==> config.mk <==
export PLATFORM = sky130hd
export DESIGN_NAME = shift_sequencer
export DESIGN_NICKNAME = d
export VERILOG_FILES = /design/src/rtl/shift_pkg.sv /design/src/rtl/shift1_stage.sv /design/src/rtl/shift_sequencer.sv
export SDC_FILE = /design/constraint.sdc
export NUM_CORES = 1
export LEC_CHECK = 0
export ABC_AREA = 1
export CAP_MARGIN = 10
export CORE_MARGIN = 3
export CORE_UTILIZATION = 50
export DETAILED_ROUTE_END_ITERATION = 8
export PLACE_DENSITY = 0.82
export SLEW_MARGIN = 0
export SYNTH_ARGS = -nofsm -noshare
export SYNTH_HDL_FRONTEND = slang
export SYNTH_HIERARCHICAL = 1
export SYNTH_SLANG_ARGS = --single-unit
==> constraint.sdc <==
create_clock -name clk -period 3.9 [get_ports clk]
set_input_delay 0.585 -clock clk [delete_from_list [all_inputs] [get_ports clk]]
set_output_delay 0.585 -clock clk [all_outputs]
set_load 0.03 [all_outputs]
==> src/rtl/shift_pkg.sv <==
`default_nettype none
// ============================================================================
//  Module      : shift_pkg
//  Description : Shared types and constants for the multi-cycle shift
//                sequencer: shift-mode and FSM-state encodings plus the
//                default operand width.
//  Revision    : 1.0 - initial release
// ============================================================================
package shift_pkg;

  // Default operand width for the sequencer and its one-bit stage
  localparam int DEFAULT_WIDTH = 4;

  // Shift operation selected per request
  typedef enum logic [1:0] {
    SH_LR = 2'b00,  // logical right
    SH_AR = 2'b01,  // arithmetic right
    SH_LL = 2'b10,  // logical left
    SH_RR = 2'b11   // rotate right (only with SHIFT_ROTATE_EN)
  } shift_mode_t;

  // Sequencer control states
  typedef enum logic [1:0] {
    ST_IDLE  = 2'b00,
    ST_SHIFT = 2'b01,
    ST_DONE  = 2'b10
  } shift_state_t;

endpackage
`default_nettype wire

==> src/rtl/shift1_stage.sv <==
`default_nettype none
// ============================================================================
//  Module      : shift1_stage
//  Description : Purely combinational single-bit shifter. Applies one step of
//                logical-right, arithmetic-right, logical-left or
//                rotate-right to d according to mode.
//                Macro SHIFT_ROTATE_EN: when defined, mode 11 rotates right;
//                when undefined, mode 11 falls back to logical right and the
//                rotate leg is not built.
//  Revision    : 1.0 - initial release
// ============================================================================
module shift1_stage
  import shift_pkg::*;
#(
  parameter int WIDTH = DEFAULT_WIDTH
) (
  input  logic [WIDTH-1:0] d,
  input  shift_mode_t      mode,
  output logic [WIDTH-1:0] q
);

  // Select one single-bit shift step; unknown/disabled modes act as logical right
  always_comb begin
    q = {1'b0, d[WIDTH-1:1]};
    case (mode)
      SH_AR:   q = {d[WIDTH-1], d[WIDTH-1:1]};
      SH_LL:   q = {d[WIDTH-2:0], 1'b0};
`ifdef SHIFT_ROTATE_EN
      SH_RR:   q = {d[0], d[WIDTH-1:1]};
`endif
      default: q = {1'b0, d[WIDTH-1:1]};
    endcase
  end

endmodule
`default_nettype wire

==> src/rtl/shift_sequencer.sv <==
`default_nettype none
// ============================================================================
//  Module      : shift_sequencer
//  Description : Multi-cycle shift engine. Accepts operand/mode/amount over a
//                valid/ready handshake, applies the one-bit shift stage once
//                per clock amt times, then holds the result on a valid/ready
//                output port until it is taken.
//                Macro SHIFT_ROTATE_EN: enables rotate-right for mode 11 in
//                the one-bit stage; otherwise mode 11 acts as logical right.
//  Revision    : 1.0 - initial release
// ============================================================================
module shift_sequencer
  import shift_pkg::*;
#(
  parameter int WIDTH = DEFAULT_WIDTH,
  parameter int AMT_W = $clog2(WIDTH)
) (
  input  logic             clk,
  input  logic             rst_n,
  input  logic             in_valid,
  output logic             in_ready,
  input  logic [WIDTH-1:0] in_data,
  input  logic [AMT_W-1:0] in_amt,
  input  logic [1:0]       in_mode,
  output logic             out_valid,
  input  logic             out_ready,
  output logic [WIDTH-1:0] out_data
);

  shift_state_t     r_state;
  logic [WIDTH-1:0] r_data;
  logic [AMT_W-1:0] r_cnt;
  shift_mode_t      r_mode;
  logic             r_in_ready;
  logic             r_out_valid;
  logic [WIDTH-1:0] w_shifted;

  // Single shared one-bit datapath, reused every SHIFT cycle
  shift1_stage #(
    .WIDTH (WIDTH)
  ) u_shift1 (
    .d    (r_data),
    .mode (r_mode),
    .q    (w_shifted)
  );

  // Control FSM with registered handshake outputs; data/cnt/mode held except on accept or shift step
  always_ff @(posedge clk or negedge rst_n) begin
    if (!rst_n) begin
      r_state     <= ST_IDLE;
      r_data      <= '0;
      r_cnt       <= '0;
      r_mode      <= SH_LR;
      r_in_ready  <= 1'b1;
      r_out_valid <= 1'b0;
    end else begin
      case (r_state)
        ST_IDLE: begin
          if (in_valid) begin
            r_data     <= in_data;
            r_cnt      <= in_amt;
            r_mode     <= shift_mode_t'(in_mode);
            r_in_ready <= 1'b0;
            r_state    <= ST_SHIFT;
          end
        end
        ST_SHIFT: begin
          if (r_cnt == '0) begin
            r_out_valid <= 1'b1;
            r_state     <= ST_DONE;
          end else begin
            r_data <= w_shifted;
            r_cnt  <= r_cnt - AMT_W'(1);
          end
        end
        ST_DONE: begin
          // Handshake drops to IDLE; the next accept can only happen one cycle later
          if (out_ready) begin
            r_out_valid <= 1'b0;
            r_in_ready  <= 1'b1;
            r_state     <= ST_IDLE;
          end
        end
        default: begin
          r_out_valid <= 1'b0;
          r_in_ready  <= 1'b1;
          r_state     <= ST_IDLE;
        end
      endcase
    end
  end

  assign in_ready  = r_in_ready;
  assign out_valid = r_out_valid;
  assign out_data  = r_data;

endmodule
`default_nettype wire

==> out/summary.txt <==
Status - complete, no violations
Post-Place Worst Slack - 2.149 ns
Vias per std cell - 5.545
Routing usage on met1 - 24.16%
Max VDD drop - 0.0004583 V
Clk_skew - 0.01102 ns
Final Hold Viols - 0
GR Util met3 - 2.905%
Met2 Use GR - 34.81%
Die area - 1878 um^2
F_max - 491.9 MHz
Core Box Area - 1201 um^2
Worst path cell trace - clkdlybuf4s50_1
WP data arrival - 1.45 ns
Pleak - 0.4687 nW
Worst path buffer plus inverter count - 1
Row Count - 12
Via count - 682
Crit. Startpoint - in_ready
Distinct cells, synth - 17
Clock Root Buffer - clkbuf_4
Vias in the first global route - 718
Worst-path fanout max - 2
Crit end category - output port
R2R setup slack - 2.46 ns
Mean area per synthesized cell - 7.744 um^2
Crit-path slowest cell - clkdlybuf4s50_1
Slew @ Worst Pin - 0.5502 ns
#FFs+latches synth - 12
Routed Antenna Nets - 0
Hold_sp - out_valid
Mapped Cells - 90
Crit-path leading delay family - buffers and inverters
Largest net degree at the start of global routing - 13
Largest area contributor in the netlist - dfrtp_1
Synthesis-to-finish area growth - 27.47%
Top post-synthesis cells by area - dfrtp_1, nand2_1, nand3_1
P per Cell Area - 901.4 nW/um^2
R2R Path End - out_data[2]
Post-CTS sizing - 0
Clock Path Buffers - 2
Syn nets - 105
Launch point of the worst reg-to-reg path - r_mode[0]
Final WL - 1.757 mm
DIE HEIGHT - 43.34 um
Slew Limit Fails - 0
Placed Cells - 119
CTS tree - built
CTS sink cnt - 12
TritonRoute pass-1 iters - 5
Required time worst endpoint - 3.31 ns
Layout cells sized above 1 - 10.09%
Fin crit share - 52.13%
Initial antenna violation count - 0
First-pass GRT wire length - 2.967 mm
Max_cap viols - 0
Post-layout minimum cycle time - 2.033 ns
Post-synthesis sequential area ratio - 43.27%
H-tree depth - 1
Yosys warns - 6
IO buf count - 17
Hold-fix buffers at CTS - 0
Routability cong. - 0.8043
Antenna Cells - 0
Setup TNS - 0 ns
Iter 0 DRT Violations - 23
Final Cell Area - 888.4 um^2
Hold Path Sink - out_valid
Post-CTS setup buffer count - 0
GRT busiest layer - met2
Chip width - 43.34 um
Area post-placement - 862.1 um^2
Hold crit path type - reg2reg
Post-layout util - 73.96%
Yosys top cell area share - 39.50%
Fin cells - 123
R2r worst-path depth - 8
DRC - 0
Wire per inst - 14.28 um
Crit Path Category - reg2out
Area of the mapped netlist - 696.9 um^2
Gr usage total - 21.18%
Hold Path Stages - 2
CP peak stage delay - 0.66 ns
Final #Nets - 125
Congestion Overflow GR - 0
RSZ-0062 raised after global routing - no
Setup ws final - 1.867 ns
Starting density of the core - 58.02%
Relative max-transition margin - 63.21%
Hpwl dp - 1.284 mm
Total CTS buffers - 3
Clock transition at path regs - 0.07 ns
Endpoints failing setup - 0
Ports - 18
Skew-Pair Late Insertion Delay - 0.27 ns
Crit path launch type - flip-flop
==> cell usage after synthesis (all sizes together) <==
cell type and instances:
nor2 1, o21ai 3, buf 2, ha 3, o21a 1, inv 9, nand3 18, nand2 40
dfrtp 11, dfstp 1, o31ai 1
==> cell usage in the layout, fill, tap and decap left out, drive strengths merged <==
| cell type | n |
|---|---|
| nand2 | 40 |
| nand3 | 18 |
| clkdlybuf4s50 | 17 |
| dfrtp | 11 |
| inv | 9 |
| clkbuf | 4 |
| ha | 3 |
| o21ai | 3 |
| nor2 | 1 |
| o31ai | 1 |
| dfstp | 1 |
| o21a | 1 |
==> cell families (layout without fill, tap and decap cells) <==
| logic type | after synthesis | in the layout | synth area share (%) |
|---|---|---|---|
| buf+inv | 11 | 30 | 8.439 |
| simple gates | 59 | 59 | 38.60 |
| compound gates | 5 | 5 | 4.309 |
| fa+ha+maj | 3 | 3 | 5.387 |
| flops | 12 | 12 | 43.27 |
==> stage by stage <==
stage | hold WS, ns | total power (W)
2_1_floorplan | 0.2894 | 0.0005855
3_3_place_gp | 0.4522 | 0.0006876
3_5_place_dp | 0.4613 | 0.0007141
4_1_cts | 0.4754 | 0.0007975
5_1_grt | 0.5099 | 0.0008638
6_report | 0.4697 | 0.0008008
==> worst max path at each step <==
stage	to	slack, ns	cells after the start
2_1_floorplan	out_data[2]	2.67	8
3_3_place_gp	in_ready	2.15	1
3_5_place_dp	in_ready	2.15	1
4_1_cts	in_ready	1.86	1
5_1_grt	in_ready	1.84	1
6_report	in_ready	1.87	1
==> layer usage <==
| metal | vias up | wire (um) |
|---|---|---|
| met4 | 0 | 47 |
| met3 | 8 | 146 |
| li1 | 327 | - |
| met1 | 302 | 685 |
| met2 | 45 | 878 |
| met5 | - | 0 |
==> flip-flops by register name, summed over array words and instances (netlist names) <==
register and cells:
in_ready 1, out_data 4, out_valid 1, r_cnt 2, r_mode 2, r_state 2
==> cell type report <==
| cell class | instances | area, um^2 |
|---|---|---|
| fill | 89 | 312.8 |
| tap | 14 | 17.52 |
| inverter | 9 | 36.28 |
| clock buffer | 4 | 26.28 |
| multi-input combinational | 67 | 336.6 |
| timing repair buffer | 17 | 170.2 |
| sequential | 12 | 301.5 |
==> report_power, final <==
group | switching, W | internal, W | total (W)
combinational | 0.000289 | 0.000172 | 0.000461
clock | 0.0000404 | 0.0000395 | 0.0000799
sequential | 0.0000695 | 0.000190 | 0.000259
total | 0.000399 | 0.000402 | 0.000801
(Power assumes the default switching activity.)
